## src/rtl/cmplt_arbiter.sv

```systemverilog
// Completion arbiter: picks up to two of four completion
// requesters per cycle, round-robin, into a registered 2-slot output.
module cmplt_arbiter #(
  parameter int PR_ADDR_W = 6,
  parameter int ROB_W     = 5,
  parameter int ARCH_W    = 4
) (
  input  logic                                   clk,
  input  logic                                   rst,
  input  logic [4*(ROB_W+ARCH_W+PR_ADDR_W)-1:0]  req_data,
  input  logic [3:0]                             req_valid,
  output logic [3:0]                             req_ready,
  input  logic                                   flush,
  output logic [2*(ROB_W+ARCH_W+PR_ADDR_W)-1:0]  out_data,
  output logic [1:0]                             out_valid,
  input  logic                                   out_ready
);

  localparam int E = ROB_W + ARCH_W + PR_ADDR_W;

  logic [1:0]   ptr_q, ptr_d;
  logic [1:0]   out_valid_q, out_valid_d;
  logic [E-1:0] slot0_q, slot0_d;
  logic [E-1:0] slot1_q, slot1_d;

  logic         adv;
  logic         take;
  logic         g0_vld, g1_vld;
  logic [1:0]   g0_idx, g1_idx;
  logic [1:0]   scan_idx;

  assign adv  = ~(out_valid_q[0] | out_valid_q[1]) | out_ready;
  assign take = adv & ~flush & rst;

  // First and second valid requester in rotating scan order
  always_comb begin
    g0_vld   = 1'b0;
    g1_vld   = 1'b0;
    g0_idx   = 2'd0;
    g1_idx   = 2'd0;
    scan_idx = 2'd0;
    for (int k = 0; k < 4; k++) begin
      scan_idx = ptr_q + k[1:0];
      if (req_valid[scan_idx]) begin
        if (!g0_vld) begin
          g0_vld = 1'b1;
          g0_idx = scan_idx;
        end else if (!g1_vld) begin
          g1_vld = 1'b1;
          g1_idx = scan_idx;
        end
      end
    end
  end

  always_comb begin
    req_ready = 4'b0000;
    if (take) begin
      if (g0_vld) req_ready[g0_idx] = 1'b1;
      if (g1_vld) req_ready[g1_idx] = 1'b1;
    end
  end

  always_comb begin
    ptr_d       = ptr_q;
    out_valid_d = out_valid_q;
    slot0_d     = slot0_q;
    slot1_d     = slot1_q;
    unique case (1'b1)
      flush: begin
        out_valid_d = 2'b00;
      end
      (!flush && adv): begin
        out_valid_d = {g1_vld, g0_vld};
        slot0_d     = req_data[g0_idx*E +: E];
        slot1_d     = req_data[g1_idx*E +: E];
        if (g0_vld)
          ptr_d = (g1_vld ? g1_idx : g0_idx) + 2'd1;
      end
      default: ;
    endcase
  end

  always_ff @(posedge clk or negedge rst) begin
    if (!rst) begin
      ptr_q       <= 2'd0;
      out_valid_q <= 2'b00;
      slot0_q     <= '0;
      slot1_q     <= '0;
    end else begin
      ptr_q       <= ptr_d;
      out_valid_q <= out_valid_d;
      slot0_q     <= slot0_d;
      slot1_q     <= slot1_d;
    end
  end

  assign out_valid = out_valid_q;
  assign out_data  = {slot1_q, slot0_q};

endmodule

```

## config.mk

```make
export PLATFORM = sky130hd
export DESIGN_NAME = cmplt_arbiter
export DESIGN_NICKNAME = d
export VERILOG_FILES = /design/src/rtl/cmplt_arbiter.sv
export SDC_FILE = /design/constraint.sdc
export NUM_CORES = 1
export LEC_CHECK = 0
export ABC_AREA = 0
export ABC_CLOCK_PERIOD_IN_PS = 5400
export CAP_MARGIN = 20
export CORE_MARGIN = 2
export CORE_UTILIZATION = 45
export CTS_BUF_LIST = sky130_fd_sc_hd__clkbuf_16
export DETAILED_ROUTE_END_ITERATION = 8
export PLACE_DENSITY = 0.77
export REMOVE_ABC_BUFFERS = 1
export SETUP_SLACK_MARGIN = 0.4
export SLEW_MARGIN = 20
export SYNTH_ARGS = -nofsm -noshare
export SYNTH_HDL_FRONTEND = slang
export SYNTH_SLANG_ARGS = --single-unit
```

## constraint.sdc

```tcl
create_clock -name clk -period 5.4 [get_ports clk]
set_input_delay 1.08 -clock clk [delete_from_list [all_inputs] [get_ports clk]]
set_output_delay 1.08 -clock clk [all_outputs]
set_load 0.05 [all_outputs]
```

Yosys cells after proc, flatten, opt, wreduce, memory -nomap -nowiden. Index checks and enable logic that the tools add are counted. Widths: inputs -> output; s select.

Add/sub/neg operators: 4. Multiply operators: 2. Order comparisons: 8. Shift-type cells: 2. Mux-type cells: 43. Bitwise logic cells: 7. Reduce and logical (&&, ||, !) cells: 6.

Operators by type and width (count): $shiftx 60x7->15 (2); $mux 2 (16); $lt 2x3->1 const B (6); $mux 1 (16); $mux 4 (4); $mul 2x4->6 const B (2); $bmux 1 s2 (4); $add 2x1->2 const B (2); $add 2x2->2 const B (2); $demux 1 s2 (2); $ge 2x1->1 const B (2); $or 4x4->4 (1); $pmux 2 s2 (1); $logic_and 1x1->1 (3); $and 1x1->1 (2); $not 1->1 (2); $or 1x1->1 (2); $reduce_and 2->1 (1); $reduce_bool 2->1 (1); $logic_not 1->1 (1).

Flip-flop bits (word level): 34. Input port bits: 68. Output and inout port bits: 36. Word-level logic and storage cells: 76.

Depth between registers and ports, before layout.
Depth in word-level cells: 18. Mapped depth: 12. Mapped depth without buffers: 8.

Worst setup path after synthesis. OpenSTA, ideal clock, no wires.

Kind: in2out. Start point: input req_valid[3]. End point: output req_ready[2]. Arrival time: 3641 ps. Required time: 4320 ps. Slack: 679 ps. Stages: 11. Buffers on the path: 3. Path through: buf_2 > mux4_2 > ha_1 > mux2i_4 > nand3_1 > nand4_2 > and2_1 > buf_4 > buf_6 > a22oi_1 > nor2_1.

Longest elaborated chain between the ends: 18. Elaborated cells on any way between the ends: 48. Classes of those cells: 4 x order compare; 41 x mux; 1 x bitwise; 2 x reduce/logical.

RTL lines: from (decl) (RTL line 11) `input logic [3:0] req_valid,`; $bmux 1 s2 (RTL line 44) `if (req_valid[scan_idx]) begin`; $mux 1 (implied by the code) (RTL line 44); $mux 2 / $mux 1 (equally long branches) (RTL line 44); $mux 2 / $mux 1 (equally long branches) (RTL line 45) `if (!g0_vld) begin`; $mux 2 / $mux 1 (equally long branches) (RTL line 44); $mux 2 (on tied branches) (RTL line 45, 48); $mux 2 (on tied branches) (RTL line 44, 45); $mux 2 (on tied branches) (RTL line 45, 44); (+2 left out); $logic_and 1x1->1 (implied by the code) / $mux 2 (equally long branches) (RTL line 59, 44); $mux 1 (implied by the code) (tied with other cells) (RTL line 59) `if (g0_vld) req_ready[g0_idx] = 1'b1;`; $demux 1 s2 / $logic_and 1x1->1 (equally long branches) (RTL line 59, 60); $mux 4 / $mux 1 (equally long branches) (RTL line 59, 60); $mux 4 / $demux 1 s2 (equally long branches) (RTL line 58, 60); $or 4x4->4 (no line); $mux 4 * (RTL line 60) `if (g1_vld) req_ready[g1_idx] = 1'b1;`; $mux 4 * (RTL line 58) `if (take) begin`; to (decl) (RTL line 12) `output logic [3:0] req_ready,`.

Every way passes the cells marked *; elsewhere a longest branch is shown, timed or not. The select of a mux whose other input is x is not followed.

Worst setup path in the final report.
Start point: input req_valid[1]. End point: output req_ready[2].

The elaborated chain is that of the path after synthesis.

==> impl_metrics.yaml <==
status:
  status: "finished, final reports clean"
cts:
  root_buffer: "clkbuf_16"
  path_clk_slew_ps: 60
  cts-buffers-inserted: 5
  cts_tree: "yes"
  post_cts_buffers: 0
  ctsHoldBuffers: 0
  cts_sinks: 34
  clk_latency_ps: 280
  cts_buffer_depth: 2
  ctsHtreeMaxLevel: 2
global_route:
  grt_use_total: 0.280
  grt-busiest-layer: "met2"
  grt_start_max_net_pins: 63
  grt.met2_usage: 0.466
  grtUsageMet3: 0.0593
  grt-ovfl-total: 0
  grt_pass1_wl_um: 19000
  use_met1: 0.349
  grt_pass1_vias: 3983
  antenna_found_initial: 0
routing:
  wirelength_um: 11700
  drtIter0Drc: 292
  wl_per_cell_um: 18.1
  firstDrtPassIters: 5
  drc: 0
  vias: 4015
  via_per_inst: 6.23
  ant_nets: 0
final_layout:
  syn2layout_area_growth_pct: 37.0
  diodes: 0
  drive_gt1_frac: 0.0936
  regArea_um2: 851
  n_fill_cell: 671
  multi_input_area_um2: 2270
  layout.nets: 615
  final_area_um2: 4660
floorplan:
  fp-row-count: 31
  initial_utilization: 0.466
  die_y_um: 90.9
  die_width_um: 90.9
  core_area_um2: 7290
  io_pins: 104
  die_area_um2: 8260
power:
  internal_power_uw: 1320
  peakVddDrop_mv: 0.356
  clkPwrFrac: 0.115
  leakage_uw: 0.00178
  p_sw_uw: 1510
  p_comb_frac: 0.709
  power_uw: 2830
  pwr-share-seq: 0.176
  swShare: 0.532
  p_per_area_nw_per_um2: 608
setup_path:
  crit_start: "req_valid[1]"
  critPathLaunchType: "primary input"
  rr_startpoint: "ptr_q[1]"
  reg2reg_to: "slot0_q[0]"
  path_max_fanout: 23
  critPathCaptureType: "primary output"
  crit_required_ps: 4320
  rrSetupSlack_ps: 2020
  reg2reg_depth: 8
  crit_end: "req_ready[2]"
  path_class: "in -> out"
  arrival_ps: 3700
synth:
  synth_cell_types: 63
  synth_top_area_frac: 0.250
  ys_ff_latch: 34
  netlist_instances: 458
  synth_edf_count: 0
  synth_warnings: 0
  netlist_top_cells_area: "dfrtp_1, nand2_1, a211oi_1"
  netlist_area_um2: 3400
  synth_top_flop_cell: "dfrtp_1"
  synth_most_common_cell: "nand2_1"
  synth.avg_cell_area_um2: 7.42
  yosys.area.top_type: "dfrtp_1"
  async_flop_share: 1.00
  yosys-top-cells-count: "nand2_1, a21oi_1, nor2_1"
  synth_seq_area_share: 0.250
sta:
  timing.final.ws_setup_ps: 620
  finalCritPeriodShare: 0.885
  rsz0062_at_grt: "no"
  fin_setup_tns_ps: 0
  fin_crit_ps: 4780
  hold_viol_final: 0
  drv_slew: 0
  worst_pin_slew_ps: 837
  fin_worst_skew_ps: 3.57
  maxSlewHeadroom: 0.442
  max_freq_mhz: 209
  setup_viol: 0
place:
  place_area_um2: 4500
  place_congestion: 0.873
  portBuffers: 103
  pre_cts_ws_ps: 530
  hpwl_um: 8060
flow_run:
  maxCapViolCount: 0
worst_hold_path:
  hp-class: "reg -> reg"
  min_from: "slot0_q[9]"
-- routing by layer --
layer,wire [um],vias up
met1,4680,1882
met4,243,0
met2,5620,237
met5,0,-
li1,-,1869
met3,1140,27
-- how the worst min path moves through the flow --
stage / endpoint / depth (start not counted)
after floorplan: out_valid[0] / 0
after global placement: slot0_q[7] / 1
after detailed placement: slot0_q[9] / 1
after CTS: slot0_q[7] / 1
after global routing: slot0_q[7] / 1
final: slot0_q[9] / 1
-- cell families (layout without fill, tap and decap cells) --
kind of cell               count (synthesis)  in the layout  synth area share
AOI/OAI and AO/OA                        167            167             0.352
xor gates and xnor gates                   2              2           0.00516
adders and majority gates                  3              3            0.0107
buffers and inverters                     59            146            0.0828
DFF                                       34             34             0.250
muxes                                     14             14            0.0530
and+or+nand+nor                          179            179             0.246
-- flip-flops by register name, summed over array words and instances (netlist names) --
| name | cells |
|---|---|
| slot0_q | 15 |
| slot1_q | 15 |
| out_valid | 2 |
| ptr_q | 2 |
-- critical path, stage by stage --
cell and delay [ps]:
clkdlybuf4s50_1 490, buf_4 250, or3b_1 370, a21boi_1 170
o21bai_1 250, a311o_1 400, and2_1 200, a22oi_1 230
nor2_1 100, buf_12 160
-- stage by stage --
stage,util,std cells,hold WS (ps)
global route,0.639,644,530
global placement,0.617,637,502
finish,0.639,644,516
CTS,0.638,644,518
detailed placement,0.617,637,501
floorplan,-,416,784
-- power by group through the flow --
stage	combinational (uW)	sequential, uW	clock (uW)
floorplan	916	884	0
global placement	1950	499	0
detailed placement	1980	499	0
CTS	1990	497	327
global route	2130	517	342
finish	2010	499	325
-- layout make-up --
| cell class | count | share of cell area |
|---|---|---|
| Multi-Input combinational cell | 365 | 0.488 |
| Inverter | 17 | 0.0137 |
| Tap cell | 99 | 0.0266 |
| Clock inverter | 2 | 0.00725 |
| Sequential cell | 34 | 0.183 |
| Timing Repair Buffer | 122 | 0.255 |
| Clock buffer | 5 | 0.0269 |
-- cell usage in the layout, fill, tap and decap left out, drive strengths merged, types with 2 or more instances in the layout --
cell	netlist	routed
nor3b	4	4
o2111a	15	15
o22a	5	5
nand2	78	78
a21o	4	4
and2	2	2
clkdlybuf4s50	0	97
a211oi	28	28
and3b	3	3
nor2b	5	5
o22ai	16	16
a21boi	2	2
mux2	2	2
dfrtp	34	34
a41oi	2	2
o21a	4	4
ha	2	2
mux4	2	2
or2	2	2
nand3	21	21
nor2	37	37
o21ai	14	14
or3b	2	2
a31oi	22	22
nor3	14	14
inv	17	17
o221ai	3	3
mux2i	10	10
a21oi	42	42
nand2b	4	4
nand3b	2	2
clkbuf	15	5
buf	27	24
-- what timing repair did --
| item | CTS | global route |
|---|---|---|
| setup endpoints to repair | 0 | 1 |
| endpoints found under the hold margin | 0 | 0 |
| resized for setup | 0 | 1 |
Power figures use the tool's default switching activity.
